**config.mk**
```make
export PLATFORM = sky130hd
export DESIGN_NAME = lsu
export DESIGN_NICKNAME = d
export VERILOG_FILES = /design/src/rtl/lsu.sv
export SDC_FILE = /design/constraint.sdc
export NUM_CORES = 1
export LEC_CHECK = 0
export CORE_MARGIN = 3
export CORE_UTILIZATION = 47
export DETAILED_ROUTE_END_ITERATION = 7
export PLACE_DENSITY_LB_ADDON = 0.3
export SYNTH_ARGS = -nofsm -noshare
export SYNTH_HDL_FRONTEND = slang
export SYNTH_SLANG_ARGS = --single-unit
```
**constraint.sdc**
```tcl
create_clock -name clk_i -period 4.7 [get_ports clk_i]
set_input_delay 0.47 -clock clk_i [delete_from_list [all_inputs] [get_ports clk_i]]
set_output_delay 0.47 -clock clk_i [all_outputs]
set_load 0.005 [all_outputs]
```
**src/rtl/lsu.sv**
```systemverilog
// Load/store unit: issues one word-aligned bus access per request over a req/gnt + rvalid
// handshake and returns extended load data; bad or timed-out accesses complete with err_o.
module lsu #(
    parameter int unsigned TIMEOUT_CYCLES = 16
) (
    input  logic        clk_i,
    input  logic        reset_i,
    input  logic        req_valid_i,
    input  logic        req_we_i,
    input  logic [2:0]  req_funct3_i,
    input  logic [31:0] req_addr_i,
    input  logic [31:0] req_wdata_i,
    output logic        busy_o,
    output logic        done_o,
    output logic        err_o,
    output logic [31:0] load_data_o,
    output logic        bus_req_o,
    output logic [31:0] bus_addr_o,
    output logic        bus_we_o,
    output logic [3:0]  bus_wstrb_o,
    output logic [31:0] bus_wdata_o,
    input  logic        bus_gnt_i,
    input  logic        bus_rvalid_i,
    input  logic [31:0] bus_rdata_i
);
    localparam int unsigned CW = (TIMEOUT_CYCLES > 1) ? $clog2(TIMEOUT_CYCLES) : 1;
    localparam logic [CW-1:0] LIMIT = CW'((TIMEOUT_CYCLES > 0) ? TIMEOUT_CYCLES - 1 : 0);

    typedef enum logic [1:0] {S_IDLE, S_REQ, S_WAIT, S_DONE} state_t;

    state_t        r_state;
    state_t        w_next;
    logic [31:0]   r_addr;
    logic          r_we;
    logic [2:0]    r_funct3;
    logic [1:0]    r_lane;
    logic [3:0]    r_wstrb;
    logic [31:0]   r_wdata;
    logic [CW-1:0] r_cnt;
    logic          r_err;
    logic [31:0]   r_load_data;

    logic          w_bad;
    logic          w_expire;
    logic [3:0]    w_strb;
    logic [31:0]   w_wdata;
    logic [31:0]   w_shift;
    logic [31:0]   w_load;

    assign w_expire = (TIMEOUT_CYCLES != 0) && (r_cnt == LIMIT);

    // funct3 4/5 (unsigned loads) do not exist for stores
    always_comb begin
        w_bad = 1'b1;
        case (req_funct3_i)
            3'd0:    w_bad = 1'b0;
            3'd1:    w_bad = req_addr_i[0];
            3'd2:    w_bad = |req_addr_i[1:0];
            3'd4:    w_bad = req_we_i;
            3'd5:    w_bad = req_we_i | req_addr_i[0];
            default: w_bad = 1'b1;
        endcase
    end

    always_comb begin
        w_strb  = '0;
        w_wdata = '0;
        if (req_we_i) begin
            case (req_funct3_i[1:0])
                2'd0: begin
                    w_strb  = 4'b0001 << req_addr_i[1:0];
                    w_wdata = {4{req_wdata_i[7:0]}};
                end
                2'd1: begin
                    w_strb  = 4'b0011 << req_addr_i[1:0];
                    w_wdata = {2{req_wdata_i[15:0]}};
                end
                default: begin
                    w_strb  = 4'b1111;
                    w_wdata = req_wdata_i;
                end
            endcase
        end
    end

    always_comb begin
        w_shift = bus_rdata_i >> {r_lane, 3'b000};
        case (r_funct3)
            3'd0:    w_load = {{24{w_shift[7]}}, w_shift[7:0]};
            3'd1:    w_load = {{16{w_shift[15]}}, w_shift[15:0]};
            3'd4:    w_load = {24'b0, w_shift[7:0]};
            3'd5:    w_load = {16'b0, w_shift[15:0]};
            default: w_load = bus_rdata_i;
        endcase
    end

    always_ff @(posedge clk_i) begin
        if (reset_i) r_state <= S_IDLE;
        else         r_state <= w_next;
    end

    // a response in the expiry cycle completes normally; in REQ the timeout wins over gnt
    always_comb begin
        w_next = r_state;
        case (r_state)
            S_IDLE: if (req_valid_i) w_next = w_bad ? S_DONE : S_REQ;
            S_REQ:  if (w_expire) w_next = S_DONE;
                    else if (bus_gnt_i) w_next = S_WAIT;
            S_WAIT: if (bus_rvalid_i || w_expire) w_next = S_DONE;
            default: w_next = S_IDLE;
        endcase
    end

    always_comb begin
        busy_o    = (r_state != S_IDLE);
        done_o    = (r_state == S_DONE);
        err_o     = (r_state == S_DONE) && r_err;
        bus_req_o = (r_state == S_REQ);
    end

    always_ff @(posedge clk_i) begin
        if (reset_i) begin
            r_addr      <= '0;
            r_we        <= 1'b0;
            r_funct3    <= '0;
            r_lane      <= '0;
            r_wstrb     <= '0;
            r_wdata     <= '0;
            r_cnt       <= '0;
            r_err       <= 1'b0;
            r_load_data <= '0;
        end else begin
            case (r_state)
                S_IDLE: if (req_valid_i) begin
                    r_err <= w_bad;
                    if (!w_bad) begin
                        r_addr   <= {req_addr_i[31:2], 2'b00};
                        r_we     <= req_we_i;
                        r_funct3 <= req_funct3_i;
                        r_lane   <= req_addr_i[1:0];
                        r_wstrb  <= w_strb;
                        r_wdata  <= w_wdata;
                        r_cnt    <= '0;
                    end
                end
                S_REQ: begin
                    r_cnt <= r_cnt + CW'(1);
                    if (w_expire) r_err <= 1'b1;
                end
                S_WAIT: begin
                    r_cnt <= r_cnt + CW'(1);
                    if (bus_rvalid_i) begin
                        r_err <= 1'b0;
                        if (!r_we) r_load_data <= w_load;
                    end else if (w_expire) begin
                        r_err <= 1'b1;
                    end
                end
                default: ;
            endcase
        end
    end

    assign load_data_o = r_load_data;
    assign bus_addr_o  = r_addr;
    assign bus_we_o    = r_we;
    assign bus_wstrb_o = r_wstrb;
    assign bus_wdata_o = r_wdata;
endmodule
```
==> results of run 1 <==
==> registers in the layout (all words and copies together) (netlist names) <==
signal and count:
bus_wdata_o 32, r_funct3 3, r_cnt 4, r_lane 2, r_state 2, bus_addr_o 30
bus_wstrb_o 4, load_data_o 32, r_err 1, bus_we_o 1
==> cells in the mapped netlist, types with 12 or more instances <==
master,instances,share of area [%]
buf_2,17,1.7
o21ai_0,20,2.0
nand3_1,39,3.8
clkbuf_1,36,2.6
nor2_1,36,2.6
nand2_1,125,9.2
dfxtp_1,111,43
mux2i_1,19,3.7
a21oi_1,100,9.8
a211oi_1,26,3.8
mux2_2,16,3.5
o211ai_1,12,1.8
==> metrics by stage <==
step           instance area [sq um]  hold WS, ps  total power [W]
2_1_floorplan                   5127        436.3         0.001624
3_3_place_gp                    7184        439.9         0.002003
3_5_place_dp                    7184        443.2         0.002039
4_1_cts                         7367        458.7         0.002577
5_1_grt                         7367        473.4         0.002719
6_report                        7367        457.1         0.002555
==> cells by family (layout without fill, tap and decap cells) <==
group                      Yosys count  count (layout)  share of synthesized area [%]
and+or+nand+nor                    234             234                          20.32
AOI/OAI and AO/OA                  186             186                          22.03
DFF                                111             111                          43.37
buffers and inverters               64             236                          5.324
muxes                               36              36                          7.668
adders and majority gates            5               5                          1.221
other                                1               2                        0.07319
==> where the power goes <==
part	leakage (nW)	switching (W)	internal, W
clock	0.0861	0.000324	0.000212
sequential	0.901	0.0000723	0.00105
combinational	1.45	0.000453	0.000444
total	2.44	0.000850	0.00170
==> routing by layer <==
metal	vias up	wire length (microns)	global-route usage, %
met5	-	0	0
met4	0	406	8.374
met3	27	1274	7.616
met2	197	7749	42.39
met1	2441	6015	28.36
li1	2553	-	-
==> final timing paths <==
kind	slack (ps)	from	cells after the start	to
setup / recovery	1970	req_funct3_i[0]	7	bus_wdata_o[11]
hold / removal	460	bus_wdata_o[17]	2	bus_wdata_o[17]
setup reg to reg	2110	r_lane[0]	4	load_data_o[31]
hold reg to reg	460	bus_wdata_o[17]	2	bus_wdata_o[17]
==> cell type report <==
| class | instances | area (sq um) |
|---|---|---|
| clock inverter | 5 | 41.29 |
| timing repair buffer | 215 | 2130 |
| multi-input combinational | 463 | 2644 |
| tap | 136 | 170.2 |
| sequential | 111 | 2222 |
| clock buffer | 11 | 141.4 |
| fill | 886 | 3095 |
| inverter | 5 | 18.77 |
==> placed cells by master, fill, tap and decap left out, types with 2 or more instances in the layout <==
cell type and count:
conb_1 2, mux2_2 16, nand2b_1 11, a2bb2oi_1 7, nor3_1 2, a31oi_1 5
o21ai_0 20, a21oi_1 100, a211oi_1 26, clkdlybuf4s50_1 206, or4_1 2, clkinvlp_4 2
clkinv_4 2, buf_4 9, or2_2 2, mux2i_1 19, nand4b_1 2, nand3b_1 7
inv_1 5, dfxtp_1 111, o211ai_1 12, nand3_1 39, nor2b_1 5, ha_1 5
clkbuf_8 10, nand2_1 125, nor2_1 35, o221ai_1 7
==> tightest hold or removal path: cells and delay by family, from the launching register on <==
kind / cells / cell delay (ps)
DFF: 1 / 320
and+or+nand+nor: 1 / 50
AOI/OAI and AO/OA: 1 / 50
==> qor.csv, run 1 <==
metric,value,unit
fin crit period,2735,ps
P&R area growth vs syn,43.79,%
WP buf/inv,3,
routed wire length,15.45,mm
Leak,2.441,nW
Max VDD drop,212.4,uV
Tot GR Track Use,24.41,%
Resized cells post-CTS,0,
syn avg cell area,8.043,sq um
ys flop type,dfxtp_1,
Post-Layout Cell Count,946,
Crit Path Max Fanout,34,
worst skew pair latency,360,ps
Detailed Routing Iterations Pass 1,5,
CTS Hold Bufs,0,
Nets,915,
worst path required time,4990,ps
Core Region,0.01046,sq mm
"Seq/Total Area, Yosys",43.37,%
cell repeated most along the worst path,buf_4,
vias,5218,
DR WL/cell,16.33,microns
IO buf count,207,
RSZ-0062 raised after global routing,false,
# diodes,0,
Final HPWL DP,11.45,mm
Clock Pin Slew Worst Setup and Hold Paths,110,ps
final worst setup slack,1965,ps
layout cells sized above 1,6.173,%
worst relative slew slack,25.84,%
fmax,365.6,MHz
total CTS buffers,9,
DR DRC count,0,
top cell family by delay on the critical path,compound AO/OA/AOI/OAI gates,
Startpoint Class,primary input,
Crit Path Class,in2reg,
global placer's final weighted congestion,0.8346,
Die Span Y,110.4,microns
TritonCTS clock tree,built,
Placed Cells,930,
Post-Synthesis Cell Area,0.005124,sq mm
worst stage delay on the critical path,700,ps
setup TNS,0,ps
Row Count,37,
CP Capture Type,flip-flop,
Final period util,58.19,%
Clock Skew,14.74,ps
vias per inst,5.516,
gr ovfl total,0,
post-synthesis cell type count,40,
remaining antenna violation count after routing,0,
vias in the first global route,5087,
Critical-path top delay cell,o211a_2,
Clock Path Buffers,2,
first-pass GRT wire length,24.99,mm
Cell Pwr Density,346.8,mW/mm^2
Hold Crit Class,reg2reg,
initial antenna violation count,0,
boundary pin count,210,
Final Hold Viols,0,
Synth warnings,0,
CTS sink cnt,111,
worst-margin pin slew,1112,ps
post-synthesis instance total,637,
Slew Limit Fails,0,
largest net degree at the start of global routing,112,
CP Cell Sequence,"clkdlybuf4s50_1, buf_4, a221oi_2, o211a_2, buf_4, nand3_1, a21oi_1",
final setup fails,0,
Post-synth EDFFs,0,
Crit path arrival time,3030,ps
Die ar.,0.01219,sq mm
Post-CTS Setup Bufs,0,
CTS root buf,clkbuf_8,
status,"complete, no violations",
Initial Util,48.97,%
Clock H-tree levels,3,
Die Width,110.4,microns
pre-CTS WS,1575,ps
post-synthesis async set-or-reset flop share,0,%
DR iter-0 viols,245,
max-cap viol count,0,
final core utilization,70.41,%
register bit count reported by yosys,111,
(Power assumes the default switching activity.)
==> run 2: changes to the inputs <==
- CORE_UTILIZATION: 47 -> 39
- clock period: 4.7 -> 2.45 ns (I/O delays scaled with it)
==> qor.csv, run 2 (synthesis gave the netlist of run 1 again) <==
metric,value,unit,change
status,"complete, no violations",,
routed wire length,15.73,mm,+1.8%
largest net degree at the start of global routing,74,,-34%
Crit path arrival time,1770,ps,-1260 ps
fmax,496.8,MHz,
Leak,2.534,nW,+3.8%
initial antenna violation count,0,,unchanged
Clock Path Buffers,2,,unchanged
boundary pin count,210,,unchanged
gr ovfl total,0,,unchanged
Slew Limit Fails,0,,unchanged
Final Hold Viols,0,,unchanged
multi-input logic area,0.002644,sq mm,unchanged
IO buf count,207,,unchanged
max-cap viol count,0,,unchanged
global placer's final weighted congestion,0.8304,,-0.50%
Clock Skew,5.934,ps,-8.808 ps
Core Region,0.01272,sq mm,+22%
CTS sink cnt,111,,unchanged
Max VDD drop,523.7,uV,+150%
Die Width,120.6,microns,+9.2%
Die Span Y,120.6,microns,+9.2%
final setup fails,0,,unchanged
TritonCTS clock tree,built,,
Final period util,82.16,%,
final worst setup slack,437.1,ps,-1528 ps
DR iter-0 viols,301,,+23%
Startpoint Class,flip-flop,,
Die ar.,0.01455,sq mm,+19%
most frequent cells in the layout,"clkdlybuf4s50_1, nand2_1, dfxtp_1",,
Hold Crit Class,in2reg,,
Detailed Routing Iterations Pass 1,4,,-1
CP Capture Type,output pin,,
Crit Path Max Fanout,8,,-76%
pre-CTS WS,138.5,ps,-1436 ps
Post-CTS Setup Bufs,0,,unchanged
DR DRC count,0,,unchanged
setup TNS,0,ps,unchanged
RSZ-0062 raised after global routing,false,,
remaining antenna violation count after routing,0,,unchanged
# fillers,1145,,+29%
DR WL/cell,15.92,microns,-2.5%
Tot GR Track Use,21.15,%,-3.3 points
first-pass GRT wire length,25.12,mm,+0.52%
vias per inst,5.269,,-4.5%
Clock Pin Slew Worst Setup and Hold Paths,70,ps,-40 ps
P&R area growth vs syn,48.28,%,
Cell Pwr Density,699.3,mW/mm^2,+100%
worst skew pair latency,350,ps,about the same
layout cells sized above 1,6.863,%,+0.69 points
vias,5206,,-0.23%
fin crit period,2013,ps,
Crit Path Class,reg2out,,
Initial Util,40.27,%,-8.7 points
CTS Hold Bufs,0,,unchanged
Final HPWL DP,11.34,mm,-0.89%
Resized cells post-CTS,0,,unchanged
Clock H-tree levels,3,,unchanged
"commonest non-fill, non-tap cell in the layout",clkdlybuf4s50_1,,
total CTS buffers,9,,unchanged
worst path required time,2200,ps,-2790 ps
vias in the first global route,5058,,-0.57%
# diodes,0,,unchanged
Nets,921,,+0.66%
CTS root buf,clkbuf_16,,
Register Area,0.002222,sq mm,unchanged
Row Count,41,,+11%
-- run 2: cell types whose count changed in the layout (fill, tap and decap cells not counted), sizes merged --
| cell | change |
|---|---|
| clkbuf | +1 |
| clkinv | -1 |
| buf | +6 |
-- run 2: through the flow --
stage | total power (W) | hold slack, ps | cell area (sq um) | instances | utilization [%]
global placement | 0.003891 | 439.7 | 7312 | 972 | 57.47
detailed placement | 0.003937 | 444.8 | 7312 | 972 | 57.47
finish | 0.005313 | 360.3 | 7597 | 988 | 59.72
global route | 0.005624 | 379.5 | 7597 | 988 | 59.72
floorplan | 0.003115 | 381.0 | 5127 | 638 | -
CTS | 0.005358 | 336.6 | 7597 | 988 | 59.72
-- run 2: worst max-delay path: stages (launching register included) --
cell,delay (ps)
dfxtp_1,370
inv_1,80
ha_1,320
inv_1,140
clkdlybuf4s50_1,510
-- run 2: layout make-up --
type	instances	share of cell area, %
Clock inverter	4	0.3788
Multi-Input combinational cell	463	34.80
Tap cell	172	2.833
Clock buffer	12	3.376
Sequential cell	111	29.25
Inverter	5	0.2470
Timing Repair Buffer	221	29.12
-- run 2: final timing paths --
check / depth (start not counted) / endpoint / slack [ps] / startpoint
max: 4 / busy_o / 440 / r_state[0]
min: 2 / bus_addr_o[20] / 360 / reset_i
max reg2reg: 6 / load_data_o[8] / 600 / r_state[0]
min reg2reg: 2 / bus_wdata_o[0] / 450 / bus_wdata_o[0]
-- run 2: power breakdown --
part | total, W | switching [W] | internal [W]
sequential | 0.00214 | 0.000127 | 0.00201
clock | 0.00142 | 0.000668 | 0.000749
combinational | 0.00176 | 0.000879 | 0.000879
-- run 2: routing by layer --
metal,GRT usage (%),share of wire (%),up-vias
met4,5.807,1.3,0
li1,-,-,2573
met1,24.41,40,2429
met3,8.793,9.1,16
met2,36.08,50,188
met5,0,0,-
